**config.mk**
```make
export PLATFORM = sky130hd
export DESIGN_NAME = ms_jk_bank
export DESIGN_NICKNAME = d
export VERILOG_FILES = /design/src/rtl/ms_jk_pkg.sv /design/src/rtl/jk_cell.sv /design/src/rtl/ms_jk_bank.sv
export SDC_FILE = /design/constraint.sdc
export NUM_CORES = 1
export LEC_CHECK = 0
export ABC_CLOCK_PERIOD_IN_PS = 1500
export CAP_MARGIN = 20
export CORE_UTILIZATION = 38
export CTS_CLUSTER_DIAMETER = 120
export DETAILED_ROUTE_END_ITERATION = 8
export GPL_ROUTABILITY_DRIVEN = 0
export PLACE_DENSITY_LB_ADDON = 0.2
export REMOVE_ABC_BUFFERS = 1
export SYNTH_ARGS = -nofsm -noshare
export SYNTH_HDL_FRONTEND = slang
export SYNTH_HIERARCHICAL = 1
export SYNTH_SLANG_ARGS = --single-unit
```
**constraint.sdc**
```tcl
create_clock -name clk -period 1.5 [get_ports clk]
set_input_delay 0.3 -clock clk [delete_from_list [all_inputs] [get_ports clk]]
set_output_delay 0.3 -clock clk [all_outputs]
set_load 0.03 [all_outputs]
```
**src/rtl/ms_jk_pkg.sv**
```systemverilog
// ms_jk_pkg: shared encodings for the master/slave JK bank.
//   mode_e : operation select driven on the bank's mode port.
//   jk_e   : {j,k} input pair as seen by a single JK cell.
package ms_jk_pkg;

    typedef enum logic [1:0] {
        MODE_JK = 2'b00,   // per-bit JK from j/k ports
        MODE_UP = 2'b01,   // synchronous up-count
        MODE_DN = 2'b10,   // synchronous down-count
        MODE_LD = 2'b11    // parallel load from load_val
    } mode_e;

    typedef enum logic [1:0] {
        JK_HOLD   = 2'b00,
        JK_RESET  = 2'b01,
        JK_SET    = 2'b10,
        JK_TOGGLE = 2'b11
    } jk_e;

endpackage

```
**src/rtl/jk_cell.sv**
```systemverilog
// jk_cell: combinational next-state of one JK bit.
//   q : current bit value
//   j : J input
//   k : K input
//   d : value the bit takes when its register is enabled
module jk_cell
    import ms_jk_pkg::*;
(
    input  logic q,
    input  logic j,
    input  logic k,
    output logic d
);

    always_comb begin
        d = q;
        case (jk_e'({j, k}))
            JK_HOLD:   d = q;
            JK_RESET:  d = 1'b0;
            JK_SET:    d = 1'b1;
            JK_TOGGLE: d = ~q;
            default:   d = q;
        endcase
    end

endmodule

```
**src/rtl/ms_jk_bank.sv**
```systemverilog
// ms_jk_bank: WIDTH-bit master/slave JK register bank.
//   clk, rst_n   : clock (posedge) and async active-low reset
//   mode         : 00 JK, 01 count up, 10 count down, 11 load
//   j, k         : per-bit JK inputs (JK mode only)
//   load_val     : parallel value (load mode only)
//   capture      : update master from its next-state this cycle
//   transfer     : copy the pre-edge master into the slave
//   q, qn        : slave state and its complement
//   master_q     : master state
//   pending      : master captured but not yet transferred
//   tc           : terminal count of the slave for the current count mode
module ms_jk_bank
    import ms_jk_pkg::*;
#(
    parameter int WIDTH = 8
) (
    input  logic             clk,
    input  logic             rst_n,
    input  logic [1:0]       mode,
    input  logic [WIDTH-1:0] j,
    input  logic [WIDTH-1:0] k,
    input  logic [WIDTH-1:0] load_val,
    input  logic             capture,
    input  logic             transfer,
    output logic [WIDTH-1:0] q,
    output logic [WIDTH-1:0] qn,
    output logic [WIDTH-1:0] master_q,
    output logic             pending,
    output logic             tc
);

    logic [WIDTH-1:0] master;
    logic [WIDTH-1:0] slave;
    logic [WIDTH-1:0] up_en;
    logic [WIDTH-1:0] dn_en;
    logic [WIDTH-1:0] cell_j;
    logic [WIDTH-1:0] cell_k;
    logic [WIDTH-1:0] master_nxt;

    // Counter toggle enables: a bit toggles when every lower bit is 1 (up)
    // or every lower bit is 0 (down); bit 0 always toggles.
    always_comb begin
        logic up_acc;
        logic dn_acc;
        up_en  = '0;
        dn_en  = '0;
        up_acc = 1'b1;
        dn_acc = 1'b1;
        for (int i = 0; i < WIDTH; i++) begin
            up_en[i] = up_acc;
            dn_en[i] = dn_acc;
            up_acc   = up_acc & master[i];
            dn_acc   = dn_acc & ~master[i];
        end
    end

    // Every mode is expressed as J/K pairs so the cells do all the work;
    // load maps each bit to set (1) or reset (0).
    always_comb begin
        cell_j = '0;
        cell_k = '0;
        case (mode_e'(mode))
            MODE_JK: begin cell_j = j;        cell_k = k;         end
            MODE_UP: begin cell_j = up_en;    cell_k = up_en;     end
            MODE_DN: begin cell_j = dn_en;    cell_k = dn_en;     end
            MODE_LD: begin cell_j = load_val; cell_k = ~load_val; end
            default: begin cell_j = '0;       cell_k = '0;        end
        endcase
    end

    for (genvar i = 0; i < WIDTH; i++) begin : g_cell
        jk_cell u_cell (
            .q (master[i]),
            .j (cell_j[i]),
            .k (cell_k[i]),
            .d (master_nxt[i])
        );
    end

    always_ff @(posedge clk or negedge rst_n) begin
        if (!rst_n) begin
            master  <= '0;
            slave   <= '0;
            pending <= 1'b0;
        end else begin
            if (capture)  master <= master_nxt;
            // slave sees the pre-edge master, giving the two-stage pipeline
            if (transfer) slave  <= master;
            if (capture)       pending <= 1'b1;
            else if (transfer) pending <= 1'b0;
        end
    end

    assign master_q = master;
    assign q        = slave;
    assign qn       = ~slave;
    assign tc       = ((mode_e'(mode) == MODE_UP) && (&slave)) ||
                      ((mode_e'(mode) == MODE_DN) && (~|slave));

endmodule

```
==> out/metrics.csv <==
stage,metric,value,unit
power,power_density,1390,mW/mm^2
sta,slew_headroom,78.8,%
sta,fmax,577,MHz
sta,setup_ws,-0.234,ns
routing,antenna_left,0,
global_route,grt_pass1_vias,1413,
power,combPwrFrac,64.6,%
global_route,grt_max_degree,19,
setup_path,critPathBufInv,1,
setup_path,cpMaxStageDelayCell,dfrtp_1,
finish,utilization,68.1,%
synth,synth_warnings,6,
floorplanning,num_io_pins,56,
place,dpl_cell_area,0.00209,mm^2
cts,clock_latency,0.29,ns
sta,min_period_over_period,116,%
finish,drive_gt1_share,33.5,%
finish,area_delta_synth_final,70.5,%
floorplanning,start_util,39.9,%
routing,first_iter_violations,73,
synth,seq_area_frac_synth,31.9,%
worst_hold_path,hold_class,in -> async,
synth,synth_seq_cells,17,
setup_path,reg2reg_slack,-0.16,ns
sta,tns,-1.03,ns
synth,synthCells,154,
sta,finalSetupViolCount,7,
power,pwr-share-seq,27.5,%
setup_path,reg2reg_depth,5,
global_route,antenna_found_initial,0,
routing,viasPerCell,5.20,
setup_path,crit_path_max_fanout,3,
sta,finalHoldViolCount,0,
cts,clock_sinks,17,
place,dp.final_hpwl,2980,um
cts,clkSlewWorstSetupHoldPaths,0.10,ns
setup_path,path_class,reg -> out,
synth,yosysTopAreaCellShare,31.9,%
cts,ctsHoldBuffers,0,
routing,avgRoutedWirePerCell,14.8,um
cts,cts_tree,done,
power,p_sw,1.46,mW
flow_run,maxCapViolCount,0,
floorplanning,fp-row-count,21,
place,place_ws,-0.597,ns
synth,syn_area,0.00133,mm^2
sta,rsz0062_at_grt,true,
setup_path,max_stage_delay,0.44,ns
power,netSwitchingFraction,46.0,%
setup_path,r2r-end,master_q[2]$_DFFE_PN0P_,
finish,final_cell_mix,"buf_4 (37), clkdlybuf4s50_1 (27), inv_1 (19)",
finish,fillers,297,
power,total_power,3.16,mW
run_status,violations,negative setup slack,
setup_path,arrival,1.43,ns
place,dp.cells,275,
cts,clock_path_buffers,2,
setup_path,cp_data_required_time,1.20,ns
sta,tightest_slew,0.318,ns
finish,final_nets,276,
synth,synth_ff_type,dfrtp_1,
cts,numCtsBuffers,3,
routing,vias,1514,
setup_path,path_cells,nor4b_4 > nand4_1 > o41ai_2 > buf_4,
synth,synth-async-reset-ratio,100,%
routing,first_pass_iters,4,
routing,drt_wl_total,4300,um
finish,fin_area,0.00227,mm^2
power,max-vdd-ir-drop,0.848,mV
power,p_clk_share,8.0,%
synth,synth_edf_count,0,
floorplanning,fp.dieH,61.2,um
global_route,grt_pass1_wl,6180,um
sta,hold_ws,0.330,ns
synth,synthTopCellsByArea,"dfrtp_1 (32%), mux2i_1 (9.0%), mux2_2 (6.8%)",
finish,insertedDiodeCount,0,
floorplanning,core,0.00334,mm^2
synth,ys_types,38,
setup_path,cp-end-kind,primary output,
setup_path,cp_top_family,flip-flops,
finish,stdcell_count,291,
run_status,status,finished with violations,
power,leakagePower,1.08,nW
cts,htreeDepth,1,
power,internal_power,1.71,mW
cts,root_buffer,clkbuf_4,
sta,period_minus_slack,1.73,ns
sta,drv_slew,0,
global_route,grt_use_total,22.4,%
routing,drc_errors,0,
floorplanning,dieArea,0.00375,mm^2
sta,skew,0.00248,ns
synth,yosysTopAreaCell,dfrtp_1,
setup_path,cp-start-kind,register,
global_route,grt_overflow,0,
synth,avgSynthCellArea,8.65,um^2
finish,mostFrequentLayoutCell,buf_4,
setup_path,r2r-start,master_q[0]$_DFFE_PN0P_,
floorplanning,die_w,61.2,um
place,port_buffers,55,
==> worst max-delay path by stage <==
stage / from / endpoint / slack (ns) / cells after the start
after floorplan: q[6]$_DFFE_PN0P_ / tc / -0.34 / 2
after global placement: mode[0] / master_q[5]$_DFFE_PN0P_ / -0.56 / 7
after detailed placement: mode[0] / master_q[5]$_DFFE_PN0P_ / -0.60 / 7
after CTS: q[3]$_DFFE_PN0P_ / tc / -0.23 / 4
after global routing: q[4]$_DFFE_PN0P_ / tc / -0.31 / 4
final: q[6]$_DFFE_PN0P_ / tc / -0.23 / 4
==> power groups by stage <==
stage / Clock [mW] / Sequential (mW) / Combinational [mW]
2_1_floorplan: 0 / 1.17 / 0.573
3_3_place_gp: 0 / 0.837 / 1.84
3_5_place_dp: 0 / 0.840 / 1.87
4_1_cts: 0.262 / 0.856 / 1.89
5_1_grt: 0.277 / 0.890 / 2.17
6_report: 0.252 / 0.869 / 2.04
==> sequential cells by signal (all words and copies together) (netlist names) <==
| name | cells |
|---|---|
| master_q | 8 |
| q | 8 |
| pending | 1 |
==> layout make-up <==
class | instances | area (um^2) | share of cell area, %
inverter | 19 | 71.3 | 3.14
clock buffer | 4 | 26.3 | 1.16
tap | 46 | 57.6 | 2.53
multi-input combinational | 109 | 845 | 37.2
sequential | 17 | 430 | 18.9
timing repair buffer | 96 | 842 | 37.1
==> metal layers <==
metal | vias up | track usage (%) | part of all wire, %
li1 | 739 | - | -
met1 | 715 | 29.0 | 45
met2 | 52 | 39.6 | 50
met3 | 8 | 1.89 | 3.9
met4 | 0 | 7.14 | 1.3
met5 | - | 0 | 0
==> Yosys cell counts (all sizes together), types with 3 or more instances <==
| library cell | count |
|---|---|
| a21oi | 4 |
| a22oi | 4 |
| a2bb2oi | 3 |
| buf | 6 |
| clkbuf | 3 |
| dfrtp | 17 |
| inv | 19 |
| mux2 | 8 |
| mux2i | 12 |
| nand2 | 13 |
| nand2b | 3 |
| nand3 | 8 |
| nand4 | 3 |
| nor2 | 4 |
| nor2b | 4 |
| nor3 | 6 |
| o211ai | 3 |
| o21ai | 11 |
==> logic make-up (layout without fill, tap and decap cells) <==
kind of cell / after synthesis / after routing / share of synthesized area, %
DFF: 17 / 17 / 31.9
AOI/OAI and AO/OA: 33 / 33 / 17.4
muxes: 20 / 20 / 15.8
buffers and inverters: 28 / 119 / 10.0
and+or+nand+nor: 56 / 56 / 24.9
==> what timing repair did <==
| action | in CTS | in global routing |
|---|---|---|
| buffers inserted | 5 | 8 |
| pin swaps | 9 | 5 |
| resized for setup | 46 | 24 |
| endpoints found under the setup margin | 30 | 20 |
No activity file was read; power rests on OpenSTA's default activity.
